==> src/rtl/sparse_filter.sv <==
// sparse_filter: mask-driven compaction of activation/weight lane pairs with valid/ready handshakes.
// Optional SPARSE_FILTER_ZERO_SKIP_EN ends a job early once no emit bits remain.
module sparse_filter #(
  parameter int IL = 4,
  parameter int FL = 16,
  parameter int N  = 16,
  parameter int L  = 32
) (
  input  logic                   clk,
  input  logic                   reset,
  input  logic                   in_valid,
  output logic                   in_ready,
  input  logic [N*(IL+FL)-1:0]   i_data,
  input  logic [N*(IL+FL)-1:0]   w_data,
  input  logic [L-1:0]           o_mask,
  input  logic [L-1:0]           xor_i_mask,
  input  logic [L-1:0]           xor_w_mask,
  output logic                   out_valid,
  input  logic                   out_ready,
  output logic [N*(IL+FL)-1:0]   oi_data,
  output logic [N*(IL+FL)-1:0]   ow_data,
  output logic [$clog2(N+1)-1:0] o_count,
  output logic                   overflow
);
  localparam int W  = IL + FL;
  localparam int CW = $clog2(N + 1);
  localparam int MW = $clog2(L);

  typedef enum logic [1:0] {IDLE, COMPUTE, DONE} state_t;
  state_t r_st, w_nxt;

  logic [N*W-1:0] r_i, r_w, r_oi, r_ow;
  logic [L-1:0]   r_om, r_xi, r_xw;
  logic [MW-1:0]  r_m;
  logic [CW-1:0]  r_ip, r_wp, r_cnt;
  logic           r_ovf;
  logic           w_bit, w_last, w_skip, w_emit;
  logic [CW-1:0]  w_ip_n, w_wp_n;

  assign w_bit  = r_om[r_m];
  assign w_last = r_m == MW'(L - 1);
`ifdef SPARSE_FILTER_ZERO_SKIP_EN
  assign w_skip = (r_om >> r_m) == '0;
`else
  assign w_skip = 1'b0;
`endif
  assign w_emit = w_bit && r_ip < CW'(N) && r_wp < CW'(N) && r_cnt < CW'(N);
  // A set emit bit consumes a lane from both operands even when the slot is dropped.
  assign w_ip_n = ((w_bit || r_xi[r_m]) && r_ip != CW'(N)) ? r_ip + 1'b1 : r_ip;
  assign w_wp_n = ((w_bit || r_xw[r_m]) && r_wp != CW'(N)) ? r_wp + 1'b1 : r_wp;

  always_ff @(posedge clk or negedge reset)
    if (!reset) r_st <= IDLE;
    else        r_st <= w_nxt;

  always_comb begin
    w_nxt = r_st;
    case (r_st)
      IDLE:    w_nxt = in_valid ? COMPUTE : IDLE;
      COMPUTE: w_nxt = (w_skip || w_last) ? DONE : COMPUTE;
      DONE:    w_nxt = out_ready ? IDLE : DONE;
      default: w_nxt = IDLE;
    endcase
  end

  always_ff @(posedge clk or negedge reset) begin
    if (!reset) begin
      r_i   <= '0;
      r_w   <= '0;
      r_om  <= '0;
      r_xi  <= '0;
      r_xw  <= '0;
      r_m   <= '0;
      r_ip  <= '0;
      r_wp  <= '0;
      r_cnt <= '0;
      r_ovf <= 1'b0;
      r_oi  <= '0;
      r_ow  <= '0;
    end else if (r_st == IDLE && in_valid) begin
      r_i   <= i_data;
      r_w   <= w_data;
      r_om  <= o_mask;
      r_xi  <= xor_i_mask;
      r_xw  <= xor_w_mask;
      r_m   <= '0;
      r_ip  <= '0;
      r_wp  <= '0;
      r_cnt <= '0;
      r_ovf <= 1'b0;
      r_oi  <= '0;
      r_ow  <= '0;
    end else if (r_st == COMPUTE && !w_skip) begin
      if (w_emit) begin
        r_oi[r_cnt*W +: W] <= r_i[r_ip*W +: W];
        r_ow[r_cnt*W +: W] <= r_w[r_wp*W +: W];
        r_cnt              <= r_cnt + 1'b1;
      end else if (w_bit) begin
        r_ovf <= 1'b1;
      end
      r_ip <= w_ip_n;
      r_wp <= w_wp_n;
      r_m  <= w_last ? r_m : r_m + 1'b1;
    end
  end

  assign in_ready  = r_st == IDLE;
  assign out_valid = r_st == DONE;
  assign oi_data   = r_oi;
  assign ow_data   = r_ow;
  assign o_count   = r_cnt;
  assign overflow  = r_ovf;
endmodule

==> config.mk <==
export PLATFORM = sky130hd
export DESIGN_NAME = sparse_filter
export DESIGN_NICKNAME = d
export VERILOG_FILES = /design/src/rtl/sparse_filter.sv
export SDC_FILE = /design/constraint.sdc
export NUM_CORES = 2
export LEC_CHECK = 0
export BUFFER_PORTS_ARGS = -buffer_cell sky130_fd_sc_hd__buf_2
export CORE_AREA = 8 8 536 538
export DETAILED_ROUTE_END_ITERATION = 12
export DIE_AREA = 0 0 544 546
export PLACE_DENSITY_LB_ADDON = 0.2
export SETUP_SLACK_MARGIN = 0.15
export SKIP_CTS_REPAIR_TIMING = 1
export SLEW_MARGIN = 25
export SYNTH_ARGS = -nofsm -noshare
export SYNTH_HDL_FRONTEND = slang
export SYNTH_SLANG_ARGS = --single-unit
==> constraint.sdc <==
create_clock -name clk -period 5.2 [get_ports clk]
set_clock_uncertainty 0.1 [all_clocks]
set_input_delay 0.26 -clock clk [delete_from_list [all_inputs] [get_ports clk]]
set_output_delay 0.26 -clock clk [all_outputs]
set_load 0.01 [all_outputs]
Word level (Yosys, flattened, before mapping) --
Index checks and enable logic that the tools add are counted.
Storage, ports and cells: logic and storage cells 90, bits of input ports 740, output and inout port bits 648, register bits 1399
Operators by class: shift-type cells 5, mux-type cells 34, order comparisons 4, multiply operators 3, equality and inequality tests 7, reduce and logical (&&, ||, !) cells 19, $add $sub $neg 5
Operators by type and width (count):
- $mux 320 | 6
- $bwmux 320 | 2
- $shiftx 20x34->320 | 2
- $shiftx 320x11->20 | 2
- $shift 20x34->320 const A | 1
- $mux 5 | 12
- $neg 10->34 | 1
- $mul 5x3->8 const B | 3
- $add 5x1->5 const B | 4
- $bmux 1 s5 | 3
- $lt 5x5->1 const B | 3
- $ne 5x5->1 const B | 2
- $reduce_bool 2->1 | 5
- $mux 1 | 8
- $reduce_and 2->1 | 4
- $logic_and 1x1->1 | 6
- $lt 5x6->1 const B | 1
- $pmux 2 s3 | 1
- $eq 5x5->1 const B | 1
- $mux 2 | 2
- $ne 2x1->1 const B | 2
- $reduce_and 3->1 | 1
- $eq 2x1->1 const B | 1
- $eq 2x2->1 const B | 1
- 2 further kinds | 3

Longest topological paths before layout --
depth in word-level cells 8, mapped depth 19, mapped depth without buffers 15

Worst setup path after synthesis --
No wires, ideal clock.
path kind register to register, start register r_cnt[0], in the netlist o_count[0], end register r_oi[14], in the netlist oi_data[14], setup time 0.134 ns, cell stages (with the launch flop) 18, required time 4.966 ns, clock period less this slack 4.140 ns, path slack 1.060 ns, buffers on the path 3, data arrival time 3.906 ns, cell sequence dfrtp_1 ha_1 ha_1 inv_1 fa_1 nor2b_1 nand3_1 nor2_1 ha_1 buf_2 nor3_4 nand2_1 and2_1 or3_1 clkbuf_1 clkbuf_1 nand3_1 o21ai_0
On the way: longest elaborated chain between the ends 7, elaborated cells on any way between the ends 12, classes of those cells add/sub: 1; mul: 1; order compare: 1; shift: 2; mux: 4; reduce/logical: 3
RTL lines:
- from (decl) | line 35 | logic [CW-1:0] r_ip, r_wp, r_cnt;
- from (signal assigned) | line 97 | r_cnt <= r_cnt + 1'b1;
- $mul 5x3->8 | line 95 | r_oi[r_cnt*W +: W] <= r_i[r_ip*W +: W];
- $neg 10->34 | line 95
- $shiftx 20x34->320 or $shift 20x34->320 (tied branches) | line 95
- $bwmux 320 | line 95
- $mux 320 | line 94 | if (w_emit) begin
- $mux 320 | line 93 | end else if (r_st == COMPUTE && !w_skip) begin
- $mux 320 | line 80 | end else if (r_st == IDLE && in_valid) begin
- to (signal, indexed assignment) | line 95
- to (decl) | line 32 | logic [N*W-1:0] r_i, r_w, r_oi, r_ow;
Parallel ways exist; a longest one is shown, timed or not. The select of a mux whose other input is x is not followed. A chain may end at the register's enable or synchronous reset.

Final worst setup path --
start register r_cnt[3], in the netlist o_count[3], end register r_oi[184], in the netlist oi_data[184]
The elaborated chain is that of the path after synthesis.

==> impl_metrics.json <==
{
  "drt-vias-per-instance": 4.87,
  "core_area_sq_mm": 0.278,
  "synth_edf_count": 0,
  "arrival_ns": 5.48,
  "grt_pass1_vias": 60736,
  "cts_made_buffers": 174,
  "crit-reg2reg-launch": "o_count[3]",
  "fin_cells": 12759,
  "syn_nets": 7445,
  "critPathLaunchType": "flop",
  "min_period_ns": 4.88,
  "core.rowCount": 194,
  "dr_total_vias": 62093,
  "final_common_cell": "nand2_1",
  "min_path_type": "input pin to asynchronous set/reset pin",
  "die_h_um": 546,
  "gr-total-overflow": 0,
  "synth_cell_type_count": 106,
  "synth_area_leader_cell": "dfrtp_1",
  "synth_ff_type": "dfrtp_1",
  "setup_viol": 0,
  "seq_area_frac_synth": 0.538,
  "ant_nets": 0,
  "nets": 9646,
  "crit_family": "simple AND/OR/NAND/NOR gates",
  "crit_path_end_kind": "flop",
  "cts_tree": "yes",
  "ys_warn_count": 0,
  "numClockSinks": 1399,
  "finalSetupTns_ns": 0,
  "syn2layout_area_growth_pct": 39.7,
  "max_slew_margin": 0.271,
  "fmax_ghz": 0.205,
  "drt-total-wl_um": 386000,
  "fin_ws_ns": 0.315,
  "crit_type": "flop to flop",
  "netlist.area_leader.share": 0.538,
  "fp.dieW_um": 544,
  "required_ns": 5.80,
  "fin_crit_sh": 0.939,
  "drv_cap": 0,
  "ios": 1388,
  "grt_max_degree": 172,
  "synth_area_per_cell_sq_um": 9.72,
  "async_flop_share": 1.00,
  "rsz0062_at_grt": "no",
  "regToRegSetupSlack_ns": 0.32,
  "p_total_mw": 70.7,
  "synth_area_leaders": "dfrtp_1, nand2_1, mux4_2",
  "rr_endpoint": "oi_data[184]",
  "syn-instance-count": 6689,
  "cp_slowest_cell": "or3_1",
  "vdd_drop_max_mv": 0.488,
  "cpPeakStageDelay_ns": 0.57,
  "netlist_area_sq_mm": 0.0650,
  "slew_viol_final": 0,
  "tightest_slew_ns": 1.09,
  "critPathMaxFanout": 18,
  "h-tree-depth": 4,
  "wl_per_cell_um": 30.2,
  "place_congestion": 0.947,
  "drtIter0Drc": 4928,
  "start_util": 0.234,
  "dieArea_sq_mm": 0.297,
  "drive_gt1_frac": 0.259,
  "synth_seq_cells": 1399,
  "port_buffers": 1387,
  "power_density_mw_per_mm2": 778,
  "reg2reg_depth": 13,
  "clkTransAtPathRegs_ns": 0.06,
  "antenna_found_initial": 56,
  "cts_root_buf": "clkbuf_16",
  "drc": 0,
  "final_cell_mix": "nand2_1, dfrtp_1, buf_2",
  "hold_violations": 0,
  "grt_pass1_wl_um": 514000,
  "hpwlAfterDp_um": 300000,
  "leakagePower_nw": 44.6,
  "drt_pass1_iterations": 6,
  "cts.path.max_buffers": 4,
  "grtUsageTotal": 0.244,
  "cp_cell_sequence": "ha_1 > ha_1 > inv_1 > fa_1 > or3b_1 > or3_1 > or2_2 > buf_4 > nand3_1 > o32ai_1 > a22oi_2 > buf_4 > mux2i_1",
  "dp_cells": 11693,
  "status": "completed",
  "path_buf_inv": 3,
  "clk_latency_ns": 0.84,
  "place_ws_ns": 0.217
}
[cell usage after synthesis (all sizes together), types with 11 or more instances]
cell / number
o22a: 24
mux2i: 298
nand2b: 25
o22ai: 52
buf: 131
clkbuf: 287
nand3: 183
o21a: 12
a31oi: 37
a32o: 34
and3: 21
or3: 11
a211oi: 33
o21ai: 308
a22oi: 75
or2: 12
nor2: 203
and2: 21
mux4: 170
nor2b: 23
nand2: 2665
o2bb2ai: 121
a21o: 18
nor3: 80
nand4: 16
a22o: 24
a21oi: 185
dfrtp: 1399
ha: 15
mux2: 40
inv: 33
o211ai: 12
[how the worst max path moves through the flow]
stage | startpoint | end | slack [ns] | cells past startpoint
floorplan | o_count[0] | oi_data[14] | 1.06 | 17
finish | o_count[3] | oi_data[184] | 0.32 | 13
global route | o_count[3] | oi_data[110] | 0.16 | 13
detailed placement | o_count[3] | oi_data[203] | 0.22 | 14
CTS | o_count[3] | ow_data[205] | 0.19 | 14
global placement | r_ip[0] | oi_data[135] | -0.46 | 10
[power breakdown]
group	internal, mW	switching, mW	total (mW)
clock network	7.40	5.12	12.5
registers	15.1	3.03	18.1
logic	11.8	28.3	40.1
[state kept, by name, indices dropped and copies added, names as in the netlist]
register,flops
oi_data,320
ow_data,320
r_i,320
r_w,320
r_om,32
r_xi,32
r_xw,32
o_count,5
r_ip,5
r_m,5
r_wp,5
r_st,2
overflow,1
[final cells by class]
| type | count | area, sq um |
|---|---|---|
| Multi-Input combinational cell | 4839 | 28200 |
| Inverter | 33 | 124 |
| Tap cell | 3724 | 4660 |
| Clock buffer | 246 | 5000 |
| Fill cell | 28951 | 188000 |
| Timing Repair Buffer | 2443 | 17000 |
| Antenna cell | 21 | 52.6 |
| Clock inverter | 54 | 766 |
| Sequential cell | 1399 | 35000 |
[metrics by stage]
stage / area [sq um] / utilization / hold slack (ns)
after global routing: 90800 / 0.326 / -0.00531
after detailed placement: 77500 / 0.279 / 0.241
after CTS: 83300 / 0.299 / -0.703
after floorplan: 65000 / - / -0.136
after global placement: 77500 / 0.278 / 0.235
final: 90900 / 0.326 / 0.0243
[worst reg2reg max path, cell delays in order (launching register included)]
cell and delay (ns):
dfrtp_1 0.44, ha_1 0.30, ha_1 0.21, inv_1 0.08
fa_1 0.55, or3b_1 0.36, or3_1 0.57, or2_2 0.48
buf_4 0.29, nand3_1 0.40, o32ai_1 0.20, a22oi_2 0.35
buf_4 0.30, mux2i_1 0.12
[cells by family (layout without fill, tap and decap cells)]
family | Yosys count | after routing | synth area share
flops | 1399 | 1399 | 0.538
compound gates | 1027 | 1027 | 0.110
fa+ha+maj | 16 | 16 | 0.00319
other cells | 0 | 21 | 0
xor+xnor | 15 | 15 | 0.00223
simple gates | 3273 | 3273 | 0.203
buf+inv | 451 | 2776 | 0.0310
mux | 508 | 508 | 0.112
[per-layer routing]
metal	global-route usage	up-vias	share of wire
met1	0.301	31427	0.40
met5	0	-	0.00057
met2	0.419	2648	0.48
met3	0.0525	688	0.066
met4	0.0886	34	0.049
li1	-	27296	-
Power figures use the tool's default switching activity.
